==> src/rtl/instruction_fetch_sequencer_if.sv <==
// Bus bundle between the fetch sequencer and its neighbours: program counter,
// program ROM, decode stage and the redirect source.
interface instruction_fetch_sequencer_if #(
  parameter int ADDR_WIDTH   = 16,
  parameter int OFFSET_WIDTH = 9,
  parameter int INSTR_WIDTH  = 16
);

  // Program counter control and status
  logic [ADDR_WIDTH-1:0]   CounterValue;
  logic [ADDR_WIDTH-1:0]   LoadValue;
  logic                    LoadEnable;
  logic [OFFSET_WIDTH-1:0] Offset;
  logic                    OffsetEnable;

  // Program memory
  logic [ADDR_WIDTH-1:0]   MemAddress;
  logic                    MemRead;
  logic [INSTR_WIDTH-1:0]  MemData;
  logic                    MemValid;

  // Decoder handshake and redirect
  logic [INSTR_WIDTH-1:0]  Instruction;
  logic                    InstructionValid;
  logic                    InstructionReady;
  logic                    Flush;
  logic [ADDR_WIDTH-1:0]   FlushTarget;

  modport master (
    input  CounterValue, MemData, MemValid, InstructionReady, Flush, FlushTarget,
    output LoadValue, LoadEnable, Offset, OffsetEnable, MemAddress, MemRead,
           Instruction, InstructionValid
  );

  modport slave (
    output CounterValue, MemData, MemValid, InstructionReady, Flush, FlushTarget,
    input  LoadValue, LoadEnable, Offset, OffsetEnable, MemAddress, MemRead,
           Instruction, InstructionValid
  );

endinterface

==> src/rtl/instruction_fetch_sequencer.sv <==
// Fetch sequencer: reads words at the PC, resolves relative branches and
// two-word absolute jumps locally, and issues everything else to the decoder.
module instruction_fetch_sequencer #(
  parameter int ADDR_WIDTH   = 16,
  parameter int OFFSET_WIDTH = 9,
  parameter int INSTR_WIDTH  = 16
) (
  input  logic                           Clock,
  input  logic                           Reset,
  instruction_fetch_sequencer_if.master  bus
);

  typedef enum logic [1:0] {
    FETCH,
    DECODE,
    ISSUE,
    FETCH_TARGET
  } state_e;

  localparam logic [3:0] OP_BRANCH = 4'hA;
  localparam logic [3:0] OP_JUMP   = 4'hB;

  state_e                 state_q, state_d;
  logic [INSTR_WIDTH-1:0] instr_q, instr_d;
  logic [3:0]             opcode;
  logic                   hold_pc;

  assign opcode = instr_q[INSTR_WIDTH-1 -: 4];

  // NOTE: sequential state uses non-blocking assignments so every register
  // samples the pre-edge values, independent of statement order.
  always_ff @(posedge Clock) begin
    if (Reset) begin
      state_q <= FETCH;
      instr_q <= '0;
    end else begin
      state_q <= state_d;
      instr_q <= instr_d;
    end
  end

  // NOTE: every signal written below gets a default first, so no path through
  // the block leaves one unassigned and no latch is inferred.
  always_comb begin
    state_d              = state_q;
    instr_d              = instr_q;
    hold_pc              = 1'b0;
    bus.LoadValue        = '0;
    bus.LoadEnable       = 1'b0;
    bus.Offset           = '0;
    bus.OffsetEnable     = 1'b0;
    bus.MemAddress       = bus.CounterValue;
    bus.MemRead          = 1'b0;
    bus.Instruction      = instr_q;
    bus.InstructionValid = 1'b0;

    if (Reset) begin
      state_d         = FETCH;
      instr_d         = '0;
      bus.Instruction = '0;
    end else if (bus.Flush) begin
      bus.LoadEnable = 1'b1;
      bus.LoadValue  = bus.FlushTarget;
      state_d        = FETCH;
      instr_d        = '0;
    end else begin
      unique case (state_q)
        FETCH: begin
          bus.MemRead = 1'b1;
          hold_pc     = 1'b1;
          if (bus.MemValid) begin
            instr_d = bus.MemData;
            state_d = DECODE;
          end
        end

        DECODE: begin
          if (opcode == OP_BRANCH) begin
            // PC still points at the branch word, so the target is relative to it.
            bus.OffsetEnable = 1'b1;
            bus.Offset       = instr_q[OFFSET_WIDTH-1:0];
            state_d          = FETCH;
          end else if (opcode == OP_JUMP) begin
            // Let the PC step onto the operand word that holds the target.
            state_d = FETCH_TARGET;
          end else begin
            hold_pc = 1'b1;
            state_d = ISSUE;
          end
        end

        ISSUE: begin
          bus.InstructionValid = 1'b1;
          if (bus.InstructionReady) begin
            state_d = FETCH;
          end else begin
            hold_pc = 1'b1;
          end
        end

        FETCH_TARGET: begin
          bus.MemRead = 1'b1;
          if (bus.MemValid) begin
            bus.LoadEnable = 1'b1;
            bus.LoadValue  = ADDR_WIDTH'(bus.MemData);
            state_d        = FETCH;
          end else begin
            hold_pc = 1'b1;
          end
        end

        default: state_d = FETCH;
      endcase

      // The PC has no hold input; reloading its own value freezes it.
      if (hold_pc) begin
        bus.LoadEnable = 1'b1;
        bus.LoadValue  = bus.CounterValue;
      end
    end
  end

endmodule
==> src/flat_wrapper.sv <==
// flat-port wrapper written by rule: the top's interface ports become plain ports
module instruction_fetch_sequencer_flat 
#(
  parameter int ADDR_WIDTH   = 16,
  parameter int OFFSET_WIDTH = 9,
  parameter int INSTR_WIDTH  = 16
)
  (Clock, Reset, bus_CounterValue, bus_MemData, bus_MemValid, bus_InstructionReady, bus_Flush, bus_FlushTarget, bus_LoadValue, bus_LoadEnable, bus_Offset, bus_OffsetEnable, bus_MemAddress, bus_MemRead, bus_Instruction, bus_InstructionValid);
  instruction_fetch_sequencer_if #(.ADDR_WIDTH(ADDR_WIDTH), .OFFSET_WIDTH(OFFSET_WIDTH), .INSTR_WIDTH(INSTR_WIDTH)) bus_i ();
  input  logic Clock;
  input  logic Reset;
  input wire logic [$bits(bus_i.CounterValue)-1:0] bus_CounterValue;
  input wire logic [$bits(bus_i.MemData)-1:0] bus_MemData;
  input wire logic [$bits(bus_i.MemValid)-1:0] bus_MemValid;
  input wire logic [$bits(bus_i.InstructionReady)-1:0] bus_InstructionReady;
  input wire logic [$bits(bus_i.Flush)-1:0] bus_Flush;
  input wire logic [$bits(bus_i.FlushTarget)-1:0] bus_FlushTarget;
  output wire logic [$bits(bus_i.LoadValue)-1:0] bus_LoadValue;
  output wire logic [$bits(bus_i.LoadEnable)-1:0] bus_LoadEnable;
  output wire logic [$bits(bus_i.Offset)-1:0] bus_Offset;
  output wire logic [$bits(bus_i.OffsetEnable)-1:0] bus_OffsetEnable;
  output wire logic [$bits(bus_i.MemAddress)-1:0] bus_MemAddress;
  output wire logic [$bits(bus_i.MemRead)-1:0] bus_MemRead;
  output wire logic [$bits(bus_i.Instruction)-1:0] bus_Instruction;
  output wire logic [$bits(bus_i.InstructionValid)-1:0] bus_InstructionValid;
  assign bus_i.CounterValue = bus_CounterValue;
  assign bus_i.MemData = bus_MemData;
  assign bus_i.MemValid = bus_MemValid;
  assign bus_i.InstructionReady = bus_InstructionReady;
  assign bus_i.Flush = bus_Flush;
  assign bus_i.FlushTarget = bus_FlushTarget;
  assign bus_LoadValue = bus_i.LoadValue;
  assign bus_LoadEnable = bus_i.LoadEnable;
  assign bus_Offset = bus_i.Offset;
  assign bus_OffsetEnable = bus_i.OffsetEnable;
  assign bus_MemAddress = bus_i.MemAddress;
  assign bus_MemRead = bus_i.MemRead;
  assign bus_Instruction = bus_i.Instruction;
  assign bus_InstructionValid = bus_i.InstructionValid;
  instruction_fetch_sequencer #(.ADDR_WIDTH(ADDR_WIDTH), .OFFSET_WIDTH(OFFSET_WIDTH), .INSTR_WIDTH(INSTR_WIDTH)) u_core (.Clock(Clock), .Reset(Reset), .bus(bus_i));
endmodule
==> config.mk <==
export PLATFORM = sky130hd
export DESIGN_NAME = instruction_fetch_sequencer_flat
export DESIGN_NICKNAME = d
export VERILOG_FILES = /design/src/rtl/instruction_fetch_sequencer_if.sv /design/src/rtl/instruction_fetch_sequencer.sv /design/src/flat_wrapper.sv
export SDC_FILE = /design/constraint.sdc
export NUM_CORES = 1
export LEC_CHECK = 0
export BUFFER_PORTS_ARGS = -buffer_cell sky130_fd_sc_hd__buf_2
export CAP_MARGIN = 20
export CORE_MARGIN = 3
export CORE_UTILIZATION = 44
export CTS_CLUSTER_SIZE = 16
export DETAILED_ROUTE_END_ITERATION = 10
export HOLD_SLACK_MARGIN = 0.15
export PLACE_DENSITY = 0.84
export SLEW_MARGIN = 20
export SYNTH_ARGS = -nofsm -noshare
export SYNTH_HDL_FRONTEND = slang
export SYNTH_SLANG_ARGS = --single-unit
==> constraint.sdc <==
create_clock -name Clock -period 4.1 [get_ports Clock]
set_input_delay 0 -clock Clock [delete_from_list [all_inputs] [get_ports Clock]]
set_output_delay 0 -clock Clock [all_outputs]
set_load 0.05 [all_outputs]
==> reports/metrics.csv <==
metric,value,unit
number of H-tree branching levels,1,
ranking of synthesized cells by instance count,"33 x nand2_1, 32 x a22oi_1, 19 x a21oi_1",
CP Data Required Time,4.10,ns
via total after detailed routing,1944,
fraction of synthesized cell area taken by the top area cell type,22.8,%
final hold vios,0,
area added between synthesis and finish,41.6,%
final core utilization,65.9,%
highest clock rate,372,MHz
reg-to-reg endpoint,u_core.instr_q[1],
Final Cell Area,2230,um^2
Unique masters post-synth,27,
peak ir drop on the vdd network,0.153,mV
clock tree from TritonCTS,built,
I/O pin count,114,
count of buffers inserted at the top-level ports,113,
Worst setup EP type,output port,
actual transition at the worst max-transition pin,0.936,ns
global-route wire length before repair,8.48,mm
worst-path cell with the longest stage delay,a2111oi_4,
placeable core region,3390,um^2
FF-to-FF setup slack,2.53,ns
Leak Pwr,1.09,nW
share of flip-flops with an asynchronous set or reset,0,%
antenna violations before repair,0,
die boundary width,65.9,um
tightest slew margin relative to the limit,37.5,%
Final Net Count,367,
diode insertion count for antenna repair,0,
Setup CP Type,flop to output port,
ranking of synthesized cells by area,"dfxtp_1 23%, a22oi_1 15%, mux2i_1 10%, nand2_1 7.9%, buf_4 7.6%",
Crit Path Max Fanout,13,
insertion delay of the later-clocked pin in the worst-skew pair,0.30,ns
pin count of the biggest net entering global routing,33,
number of clock sinks,18,
final-report setup violation count,0,
total wire length after detailed routing,5.52,mm
number of standard-cell rows in the floorplan,21,
placer's final routability congestion estimate,0.843,
critical-path cell list,"inv_1, ha_1, nor2b_1, a2111oi_4, buf_4, mux2i_1, buf_2",
Yosys top cell by area,dfxtp_1,
Hold Crit Start,bus_InstructionReady,
number of standard cells in the final layout excluding fillers,353,
fraction of final layout cells sized beyond drive strength 1,40.1,%
sequential cell area fraction in the yosys report,22.8,%
placed instance area,2050,um^2
Post-Syn Area,1580,um^2
Met1 Routed Length,2.02,mm
number of cells traversed by the worst register-to-register path,5,
detailed route wirelength on metal2,2.79,mm
Mapped Cells,204,
Placed Cells incl. Taps,334,
RSZ-0062 raised after global routing,no,
global-route usage over all layers,25.4,%
Buf/Inv on CP,3,
total negative slack for setup checks,0,ns
quantity of gates resized following cts,0,
highest cell delay on the worst timing path,0.57,ns
pins over their slew limit,0,
hold depth,4,
final worst path period need,2.69,ns
number of nets in the synthesized netlist,262,
1st-iter DRT viols,108,
skew final,0.00363,ns
HP Class,primary input to flop,
detailed-route vias per instance,5.51,
count of flip-flops with a built-in enable after synthesis,0,
total clock buffers created by CTS,3,
count of nets left with antenna violations after detail routing,0,
number of maximum-capacitance violations,0,
run status,completed,
Yosys warning count,0,
total grt overflow,0,
PwrDens,236,nW/um^2
average footprint of a synthesized cell,7.73,um^2
via count of the first global-routing pass,1848,
initial core utilization,46.5,%
cell at the root of the clock tree,clkbuf_4,
Crit path max-delay family,buffers and inverters,
Wirelength per Cell,15.6,um
clock-pin slew on the worst setup and hold paths,0.10,ns
number of remaining DRC errors,0,
register bit total from synthesis,18,
worst r2r src,u_core.state_q[1],
y dimension of the die,65.9,um
worst hold slack,0.178,ns
maximum clock insertion buffer count,2,
worst-case hold path end point,u_core.state_q[1],
area of the die,4340,um^2
number of optimization iterations in the first detailed-route pass,6,
data arrival at the endpoint of the critical path,2.69,ns
most common cell in the netlist,nand2_1,
detailed route wirelength on metal3,519,um
top routing layer in use,met4,
kind of start point of the critical path,flop,
Final Cycle Share,65.5,%
half-perimeter wire length after detailed placement,3.88,mm
most common flop cell mapped by yosys,dfxtp_1,
-- worst max path at each step --
stage               cells after the start                end              start  slack, ns
floorplan                               6  bus_LoadValue[10]  u_core.state_q[0]       1.55
global placement                        7  bus_LoadValue[13]  u_core.state_q[0]       1.91
detailed placement                      7  bus_LoadValue[10]  u_core.state_q[0]       1.76
CTS                                     7  bus_LoadValue[10]  u_core.state_q[0]       1.42
global route                            7  bus_LoadValue[10]  u_core.state_q[0]       1.26
finish                                  7   bus_LoadValue[6]  u_core.state_q[0]       1.41
-- registers in the layout, indices dropped and copies added, names as in the netlist --
signal	cells
u_core.state_q	2
u_core.instr_q	16
-- cells in the final DEF (no fill, tap or decap) --
cell type      instances
a211oi_1               1
nor3_2                 1
nor4bb_4               1
dlygate4sd3_1         16
o21ai_0                1
a211o_1                1
nand2_1               33
o311a_1                1
nand4b_1               1
o21bai_1               1
a2111oi_4              1
nand3b_4               1
a21oi_1               19
mux2i_1               16
nand3_1                1
nor2_1                 3
and2_1                11
o21ai_1                1
buf_2                113
a22oi_1               32
or2_1                  2
inv_1                  3
ha_1                   5
nand2b_1               1
dfxtp_1               18
nor2b_1               17
clkbuf_4               3
nor2b_4                1
buf_4                  2
-- per-stage QoR --
| stage | setup WS (ns) | total power, W |
|---|---|---|
| after floorplan | 1.55 | 0.000367 |
| after global placement | 1.91 | 0.000423 |
| after detailed placement | 1.76 | 0.000426 |
| after CTS | 1.42 | 0.000524 |
| after global routing | 1.26 | 0.000551 |
| final | 1.41 | 0.000527 |
-- kinds of logic after synthesis --
group | Yosys count | synth area share (%)
adders and majority gates | 5 | 3.97
AOI/OAI and AO/OA | 58 | 25.8
DFF | 18 | 22.8
buffers and inverters | 34 | 12.6
and+or+nand+nor | 73 | 24.7
muxes | 16 | 10.2
-- report_power, final --
part            total, W  switching, W  internal (W)
clock          0.0000893     0.0000550     0.0000343
sequential      0.000186    0.00000527      0.000181
combinational   0.000252      0.000173     0.0000783
total           0.000527      0.000234      0.000293
-- repair_timing --
action                                  CTS  global route
endpoints found under the setup margin    0             0
hold buffers                             16             0
buffers inserted                          0             0
endpoints found under the hold margin    16             0
-- worst register-to-register path, delay by kind of cell (launching register included) --
family                   cells  cell delay (ns)
flip-flops                   1             0.36
AND/OR/NAND/NOR              2             0.65
AO/OA/AOI/OAI                1             0.15
buffers and inverters        1             0.14
adder cells (fa/ha/maj)      1             0.21
-- metal layers --
layer	global-route usage, %	vias up
met4	12.4	0
met3	6.97	19
met2	43.4	120
met1	28.8	893
li1	-	912
met5	0	-
-- cell type report --
| class | count | area, um^2 |
|---|---|---|
| tap | 46 | 57.6 |
| multi-input combinational | 152 | 1040 |
| sequential | 18 | 360 |
| inverter | 3 | 11.3 |
| fill | 308 | 1160 |
| timing repair buffer | 131 | 741 |
| clock buffer | 3 | 22.5 |
Note: power is estimated with default switching activity, not from simulation.
